### src/rtl/bus_cycle_controller.sv
// bus_cycle_controller
// Turns a CPU address strobe plus decoded slave selects into a registered
// Dtack_L or Berr_L. Each slave acknowledges either after a fixed number of
// wait states or through its own external acknowledge line. A cycle that is
// never acknowledged ends in a bus error after TIMEOUT_CYCLES wait edges.
module bus_cycle_controller #(
    parameter int NUM_SLAVES     = 4,
    parameter int WAIT_W         = 4,
    parameter int TIMEOUT_CYCLES = 255
) (
    input  logic                           Clk,
    input  logic                           Reset_L,
    input  logic                           AS_L,
    input  logic [NUM_SLAVES-1:0]          Select_H,
    input  logic [NUM_SLAVES-1:0]          SlaveDtack_L,
    input  logic [NUM_SLAVES-1:0]          ExtDtackEn,
    input  logic [NUM_SLAVES*WAIT_W-1:0]   WaitStates,
    output logic                           Dtack_L,
    output logic                           Berr_L,
    output logic                           BusBusy_H,
    output logic [$clog2(NUM_SLAVES)-1:0]  ActiveSlave,
    output logic [7:0]                     ErrCount
);

    localparam int SLV_W = $clog2(NUM_SLAVES);
    localparam int CNT_W = $clog2(TIMEOUT_CYCLES + 1);

    // The count seen on the last WAIT edge before a timeout; the edge on
    // which the counter would reach TIMEOUT_CYCLES is the timeout edge.
    localparam logic [CNT_W-1:0] LAST_WAIT = CNT_W'(TIMEOUT_CYCLES - 1);

    typedef enum logic [1:0] {
        IDLE = 2'd0,
        WAIT = 2'd1,
        ACK  = 2'd2,
        BERR = 2'd3
    } state_t;

    state_t             r_state;
    state_t             w_nextState;
    logic [CNT_W-1:0]   r_count;
    logic [SLV_W-1:0]   r_activeSlave;
    logic               r_slaveValid;
    logic               r_extMode;
    logic [WAIT_W-1:0]  r_waitCnt;
    logic               r_dtackL;
    logic               r_berrL;
    logic [7:0]         r_errCount;

    logic [SLV_W-1:0]   w_selIdx;
    logic               w_selAny;
    logic               w_selExt;
    logic [WAIT_W-1:0]  w_selWait;
    logic               w_intAck;
    logic               w_extAck;
    logic               w_ack;
    logic               w_timeout;

    // Priority-pick the lowest-index asserted select along with its mode and wait count.
    always_comb begin
        w_selIdx  = '0;
        w_selAny  = 1'b0;
        w_selExt  = 1'b0;
        w_selWait = '0;
        for (int i = NUM_SLAVES - 1; i >= 0; i--) begin
            if (Select_H[i]) begin
                w_selIdx  = SLV_W'(i);
                w_selAny  = 1'b1;
                w_selExt  = ExtDtackEn[i];
                w_selWait = WaitStates[i*WAIT_W +: WAIT_W];
            end
        end
    end

    // With no slave latched neither acknowledge source may fire, leaving only the timeout.
    assign w_intAck  = r_slaveValid && !r_extMode && (r_count == CNT_W'(r_waitCnt));
    assign w_extAck  = r_slaveValid && r_extMode && !SlaveDtack_L[r_activeSlave];
    assign w_ack     = w_intAck || w_extAck;
    assign w_timeout = (r_count == LAST_WAIT);

    // Next-state decode; an acknowledge beats a timeout on the same edge.
    always_comb begin
        w_nextState = r_state;
        case (r_state)
            IDLE: begin
                if (!AS_L) begin
                    w_nextState = WAIT;
                end
            end
            WAIT: begin
                if (AS_L) begin
                    w_nextState = IDLE;
                end else if (w_ack) begin
                    w_nextState = ACK;
                end else if (w_timeout) begin
                    w_nextState = BERR;
                end
            end
            ACK, BERR: begin
                if (AS_L) begin
                    w_nextState = IDLE;
                end
            end
            default: w_nextState = IDLE;
        endcase
    end

    // State register.
    always_ff @(posedge Clk) begin
        if (!Reset_L) begin
            r_state <= IDLE;
        end else begin
            r_state <= w_nextState;
        end
    end

    // Cycle datapath: latch the slave at cycle start, count wait edges, register the strobes and tally timeouts.
    always_ff @(posedge Clk) begin
        if (!Reset_L) begin
            r_count       <= '0;
            r_activeSlave <= '0;
            r_slaveValid  <= 1'b0;
            r_extMode     <= 1'b0;
            r_waitCnt     <= '0;
            r_dtackL      <= 1'b1;
            r_berrL       <= 1'b1;
            r_errCount    <= 8'd0;
        end else begin
            r_dtackL <= (w_nextState != ACK);
            r_berrL  <= (w_nextState != BERR);

            if (r_state == IDLE && !AS_L) begin
                r_count       <= '0;
                r_activeSlave <= w_selIdx;
                r_slaveValid  <= w_selAny;
                r_extMode     <= w_selExt;
                r_waitCnt     <= w_selWait;
            end else if (r_state == WAIT) begin
                if (r_count != {CNT_W{1'b1}}) begin
                    r_count <= r_count + CNT_W'(1);
                end
            end else begin
                r_count <= '0;
            end

            if (r_state == WAIT && w_nextState == BERR && r_errCount != 8'hFF) begin
                r_errCount <= r_errCount + 8'd1;
            end
        end
    end

    assign Dtack_L     = r_dtackL;
    assign Berr_L      = r_berrL;
    assign BusBusy_H   = (r_state != IDLE);
    assign ActiveSlave = r_activeSlave;
    assign ErrCount    = r_errCount;

endmodule
### config.mk
export PLATFORM = sky130hd
export DESIGN_NAME = bus_cycle_controller
export DESIGN_NICKNAME = d
export VERILOG_FILES = /design/src/rtl/bus_cycle_controller.sv
export SDC_FILE = /design/constraint.sdc
export NUM_CORES = 1
export LEC_CHECK = 0
export ABC_AREA = 1
export CORE_UTILIZATION = 50
export CTS_BUF_LIST = sky130_fd_sc_hd__clkbuf_4
export DETAILED_ROUTE_END_ITERATION = 8
export GPL_ROUTABILITY_DRIVEN = 0
export PLACE_DENSITY = 0.79
export REMOVE_ABC_BUFFERS = 1
export SKIP_CTS_REPAIR_TIMING = 1
export SLEW_MARGIN = 20
export SYNTH_ARGS = -nofsm -noshare
export SYNTH_HDL_FRONTEND = slang
export SYNTH_SLANG_ARGS = --single-unit
export TNS_END_PERCENT = 100
### constraint.sdc
create_clock -name Clk -period 2.08 [get_ports Clk]
set_clock_uncertainty 0.1 [all_clocks]
set_input_delay 0.416 -clock Clk [delete_from_list [all_inputs] [get_ports Clk]]
set_output_delay 0.416 -clock Clk [all_outputs]
set_load 0.02 [all_outputs]
Word level (Yosys, flattened, before mapping). Cells that the tools add are included.

Input bits: 31. Output and inout bits: 13. Word-level logic and storage cells: 63. Register bits: 28.

Magnitude comparators: 1. Add/subtract/negate cells: 2. Equality and inequality tests: 10. Bitwise logic cells: 2. Muxes and demuxes: 24. Reduce and logical (&&, ||, !) cells: 15.

Operators by type and width (number): $mux 2 (9); $add 8x1->8 const B (2); $mux 4 (4); $ne 8x8->1 const B (2); $mux 1 (9); $eq 8x4->1 (1); $eq 8x8->1 const B (1); $logic_and 1x1->1 (7); $eq 2x2->1 const B (3); $pmux 2 s3 (1); $ne 2x2->1 const B (2); $logic_not 1->1 (3); $lt 2x3->1 const B (1); $reduce_or 3->1 (1); $bmux 1 s2 (1); $eq 2x1->1 const B (1); $logic_not 2->1 (1); $not 1->1 (2); $reduce_bool 2->1 (1); $reduce_or 2->1 (1); $logic_or 1x1->1 (1).

Logic depth before layout (Yosys ltp). Gate-level depths: netlist (run 1).

Depth after elaboration: 11. Mapped depth: 13. Mapped depth without buffers: 13.

Worst setup path before layout (run 1). OpenSTA, ideal clock, no wires.

Kind: reg2reg. From: register r_errCount[0] (netlist: ErrCount[0]). To: register r_errCount[2] (netlist: ErrCount[2]). Stages on the path, launching flop included: 10. Library setup time: 0.116 ns. Path buffers: 1. Setup slack: 0.287 ns. Data arrival time: 1.576 ns. Period minus slack after synthesis: 1.793 ns. Path through: dfxtp_1 > ha_1 > nand3_1 > nor2_1 > a21oi_1 > nand3_2 > nor2_4 > buf_6 > a21oi_1 > nor2_2.

Cells in the longest elaborated chain, start to end: 2. Elaborated cells between the ends (all ways): 3.

RTL lines: from (decl) (line 48) `logic [7:0] r_errCount;`; from (signal assigned) (line 147) `r_errCount <= r_errCount + 8'd1;`; branches (longest 2 deep; another with $add 8x1->8).

Parallel ways; which one is timed is not known. A chain may end at the register's enable or synchronous reset.

Worst setup path after layout (run 1).
From: register r_errCount[0] (netlist: ErrCount[0]). To: output ErrCount[0].

RTL lines: to (decl) (line 22) `output logic [7:0] ErrCount`.

No word-level cell between the ends.

==> impl_metrics.yaml, run 1 <==
timing:
  fin_crit_sh: 0.934
  tns_ns: 0
  worst_slew_pin_slew_ns: 0.388
  finalCriticalPeriod_ns: 1.94
  rsz0062_at_grt: "no"
  setup_viol: 0
  final_max_slew_viol_count: 0
  max_freq_ghz: 0.515
  slew_headroom: 0.739
  worst_slack_ns: 0.136
  final-hold-violation-count: 0
floorplan:
  die_x_um: 58.6
  die_h_um: 58.6
  io_pins: 44
  core_um2: 3050
  start_util: 0.525
  dieArea_um2: 3440
  rows: 20
detailed_routing:
  drc: 0
  first_pass_iters: 4
  drt_iter0_drc: 78
  top_layer_used: "met4"
  via_per_inst: 5.09
  wl_met1_um: 1770
  route.met3.wl_um: 133
  ant_nets: 0
  met2_length_um: 1510
  wl_um: 3450
  via_count: 1609
  wire_per_inst_um: 10.9
synth:
  synth-xor-area-share: 0.0273
  syn_inst: 227
  ys_top_cells_by_area: "dfxtp_1 (35%), nand2_1 (9.8%), nor2_1 (6.8%)"
  synth_enable_flop_cells: 0
  synth.avg_cell_area_um2: 7.07
  synth_top_family_by_area: "simple AND/OR/NAND/NOR gates"
  async_flop_share: 0
  ys.flop_type: "dfxtp_1"
  synth-compound-area-share: 0.183
  seq_area_frac_synth: 0.349
  yosysWarnings: 0
  netlist.area_leader.share: 0.349
  syn_area_um2: 1600
  synthAdderAreaFrac: 0.0234
  ys_seq_elements: 28
  muxShareOfSynthArea: 0
  synthSimpleGateAreaFrac: 0.337
  synth.distinct_cells: 34
  yosys.area.top_type: "dfxtp_1"
global_routing:
  grt_max_degree: 15
  grt_pass1_wl_um: 5930
  grt_pass1_vias: 1406
  overflow: 0
  grt_use_total: 0.219
  antenna_found_initial: 0
place:
  pre_cts_ws_ns: -0.0180
  place_area_um2: 2090
  port_buffers: 43
  dpl.hpwl_um: 2790
  dp.cells: 313
critical_path:
  worst_setup_path_end_kind: "primary output"
  path_cells: "clkdlybuf4s50_1"
  critPathTopFamily: "buffers and inverters"
  cp.arrival_ns: 1.43
  cp_slowest_cell: "clkdlybuf4s50_1"
  critPathMaxStageDelay_ns: 0.64
  cp.buffers_inverters: 1
  critPathKind: "register to primary output"
  worst-path-max-fanout: 5
  worstPathRequired_ns: 1.56
  startpoint_type: "register"
power:
  p_per_area_nw_per_um2: 460
  peakVddDrop_mv: 0.222
  power_frac_seq: 0.577
  netSwitchingFraction: 0.264
  comb_power_share: 0.190
  p_switching_uw: 256
  p_int_uw: 715
  p_clk_frac: 0.233
  p_leak_uw: 0.000863
layout:
  final_cells: 316
  num_antenna_cells: 0
  final_util: 0.692
  final_cell_mix: "nand2_1 (42), clkdlybuf4s50_1 (42), nor2_1 (29)"
  design_area_um2: 2110
  layout-drive-gt1-share: 0.110
  syn_to_final_growth_pct: 31.7
  nets: 308
clock_network:
  clk_pin_slew_ns: 0.15
  cts_root_buf: "clkbuf_4"
  clock_sinks: 28
  cts_max_level: 1
  cts_buffer_depth: 2
  cts_tree: "built"
  numCtsBuffers: 3
  clk_latency_ns: 0.33
flow_run:
  cap_violations: 0
status:
  status: "finished, final reports clean"
hold_path:
  hold_class: "register to register"
## registers in the layout, summed over array words and instances (netlist names)
name          flops
r_waitCnt         4
r_extMode         1
ErrCount          8
ActiveSlave       2
Dtack_L           1
Berr_L            1
r_slaveValid      1
r_state           2
r_count           8
## cell type report
cell class | instances | area (um2)
Clock buffer | 3 | 22.5
Fill cell | 294 | 940
Inverter | 28 | 105
Multi-Input combinational cell | 167 | 915
Sequential cell | 28 | 561
Tap cell | 44 | 55.1
Timing Repair Buffer | 46 | 455
## kinds of logic after synthesis
kind of cell | after synthesis
xor+xnor | 5
buf+inv | 32
simple gates | 113
flops | 28
compound gates | 46
fa+ha+maj | 3
## per-layer routing
metal | GRT usage | vias up
met5 | 0 | -
met2 | 0.343 | 49
met4 | 0.0612 | 0
li1 | - | 851
met3 | 0.0308 | 6
met1 | 0.316 | 703
## power groups by stage
stage	clock network (uW)	logic, uW	registers, uW
2_1_floorplan	0	89.3	572
3_3_place_gp	0	182	572
3_5_place_dp	0	185	572
4_1_cts	224	186	560
5_1_grt	248	206	563
6_report	226	184	560
## Yosys cell counts, drive strengths merged (2+ instances only)
| master | number |
|---|---|
| a21oi | 20 |
| a221o | 5 |
| a31oi | 7 |
| buf | 2 |
| clkbuf | 2 |
| dfxtp | 28 |
| ha | 3 |
| inv | 28 |
| nand2 | 46 |
| nand3 | 17 |
| nand4 | 3 |
| nor2 | 37 |
| nor3 | 7 |
| o211ai | 5 |
| o21ai | 6 |
| xnor2 | 2 |
| xor2 | 3 |
## per-stage QoR
step	hold WS, ns	power (uW)
finish	0.429	971
CTS	0.426	970
global route	0.460	1020
global placement	0.395	754
detailed placement	0.404	757
floorplan	0.385	662
## path summary, 6_finish.rpt
kind,startpoint,slack (ns),cells past startpoint,end
max,ErrCount[0],0.14,1,ErrCount[0]
min,ActiveSlave[1],0.43,2,ActiveSlave[1]
max reg2reg,r_count[0],0.25,10,ErrCount[4]
min reg2reg,ActiveSlave[1],0.43,2,ActiveSlave[1]
No activity file was read; power rests on OpenSTA's default activity.
==> inputs of run 2 (changes only) <==
- CTS_CLUSTER_DIAMETER: default -> 60
- clock period: 2.08 -> 2.4 ns (I/O delays scaled with it)
==> run 2 against run 1 <==
Power fell by 1.5%. Final cell count is 0.32% higher. Critical path depth grew 2. Die area unchanged. Flip-flop and latch count stayed put.
==> impl_metrics.yaml, run 2 (synthesis results as in run 1) <==
status:
  status: "finished, final reports clean"
place:
  port_buffers: 43
  dpl.hpwl_um: 2830
  dp.cells: 313
  place_area_um2: 2090
floorplan:
  core_um2: 3050
  rows: 20
  io_pins: 44
  dieArea_um2: 3440
  start_util: 0.525
  die_x_um: 58.6
  die_h_um: 58.6
timing:
  slew_headroom: 0.682
  worst_slew_pin_slew_ns: 0.474
  final-hold-violation-count: 0
  finalCriticalPeriod_ns: 2.13
  setup_viol: 0
  final_max_slew_viol_count: 0
  tns_ns: 0
  rsz0062_at_grt: "no"
  fin_crit_sh: 0.887
  max_freq_ghz: 0.470
global_routing:
  grt_max_degree: 17
  grt_pass1_vias: 1440
  overflow: 0
  grt_pass1_wl_um: 5950
  antenna_found_initial: 0
  grt_use_total: 0.220
layout:
  num_antenna_cells: 0
  regArea_um2: 561
  final_common_cell: "clkdlybuf4s50_1"
  fill_cells: 276
  multiInputGateArea_um2: 915
  design_area_um2: 2140
  final_cell_mix: "clkdlybuf4s50_1 (43), nand2_1 (42), nor2_1 (29)"
  layout-drive-gt1-share: 0.114
  final_cells: 317
  final_util: 0.701
  nets: 308
  syn_to_final_growth_pct: 33.5
power:
  peakVddDrop_mv: 0.196
  power.total_uw: 956
  p_clk_frac: 0.325
  power_frac_seq: 0.508
  netSwitchingFraction: 0.236
  p_leak_uw: 0.000863
  p_switching_uw: 226
  p_per_area_nw_per_um2: 447
  comb_power_share: 0.167
  p_int_uw: 730
critical_path:
  worst_setup_path_end_kind: "primary output"
  worstPathRequired_ns: 1.82
  cp_slowest_cell: "clkdlybuf4s50_1"
  critPathKind: "register to primary output"
  worst-path-max-fanout: 4
  path_cells: "nor2_1, inv_1, clkdlybuf4s50_1"
  cp.buffers_inverters: 2
  startpoint_type: "register"
  critPathMaxStageDelay_ns: 0.61
  cp.arrival_ns: 1.55
  critPathTopFamily: "buffers and inverters"
clock_network:
  clk_latency_ns: 0.34
  clock_sinks: 28
  numCtsBuffers: 3
  cts_tree: "built"
  cts_root_buf: "clkbuf_4"
  cts_max_level: 1
  cts_buffer_depth: 2
  clk_pin_slew_ns: 0.16
detailed_routing:
  wire_per_inst_um: 11.0
  ant_nets: 0
  via_count: 1634
  wl_um: 3490
  via_per_inst: 5.15
  first_pass_iters: 4
  drt_iter0_drc: 62
  drc: 0
flow_run:
  cap_violations: 0
hold_path:
  hold_class: "register to register"
[run 2: cell count changes in the layout (fill, tap and decap cells not counted)]
cell / change
bufinv_16: +1
clkdlybuf4s50_1: +1
dlymetal6s2s_1: -1
[run 2: final cells by class]
| type | count | share of cell area |
|---|---|---|
| Clock buffer | 3 | 0.0105 |
| Clock inverter | 1 | 0.0140 |
| Tap cell | 44 | 0.0257 |
| Multi-Input combinational cell | 167 | 0.427 |
| Sequential cell | 28 | 0.262 |
| Timing Repair Buffer | 46 | 0.212 |
| Inverter | 28 | 0.0491 |
[run 2: layer usage]
layer | track usage | share of wire | vias to the layer above
met5 | 0 | 0 | -
met4 | 0.0714 | 0.014 | 0
met3 | 0.0308 | 0.043 | 4
met2 | 0.356 | 0.45 | 50
met1 | 0.302 | 0.49 | 719
li1 | - | - | 861
[run 2: power by group through the flow]
stage                     clock, uW  combinational (uW)  sequential [uW]
after global routing            336                 180              488
after CTS                       322                 161              486
after floorplan                   0                77.4              496
after global placement            0                 158              496
final                           310                 160              486
after detailed placement          0                 160              496
[run 2: path summary, 6_finish.rpt]
check / cells past startpoint / slack, ns / from / to
setup reg to reg: 10 / 0.59 / ErrCount[0] / ErrCount[5]
hold / removal: 2 / 0.43 / ActiveSlave[1] / ActiveSlave[1]
hold reg to reg: 2 / 0.43 / ActiveSlave[1] / ActiveSlave[1]
setup / recovery: 3 / 0.27 / r_state[1] / BusBusy_H
[run 2: through the flow]
stage,setup slack [ns],hold WS [ns]
finish,0.272,0.433
global placement,0.306,0.399
detailed placement,0.254,0.402
global route,0.197,0.460
floorplan,0.693,0.396
CTS,0.246,0.435
[run 2: worst reg2reg max path, delay by kind of cell, from the launching register on]
family                     cells  cell delay (ns)
DFF                            1             0.39
and+or+nand+nor                8             0.82
adders and majority gates      1             0.26
AOI/OAI and AO/OA              1             0.18
==> inputs of run 3 (changes only) <==
- SLEW_MARGIN: 20 -> default
==> results of run 3 <==
Final layout, timing and power as in run 2 (identical DEF).
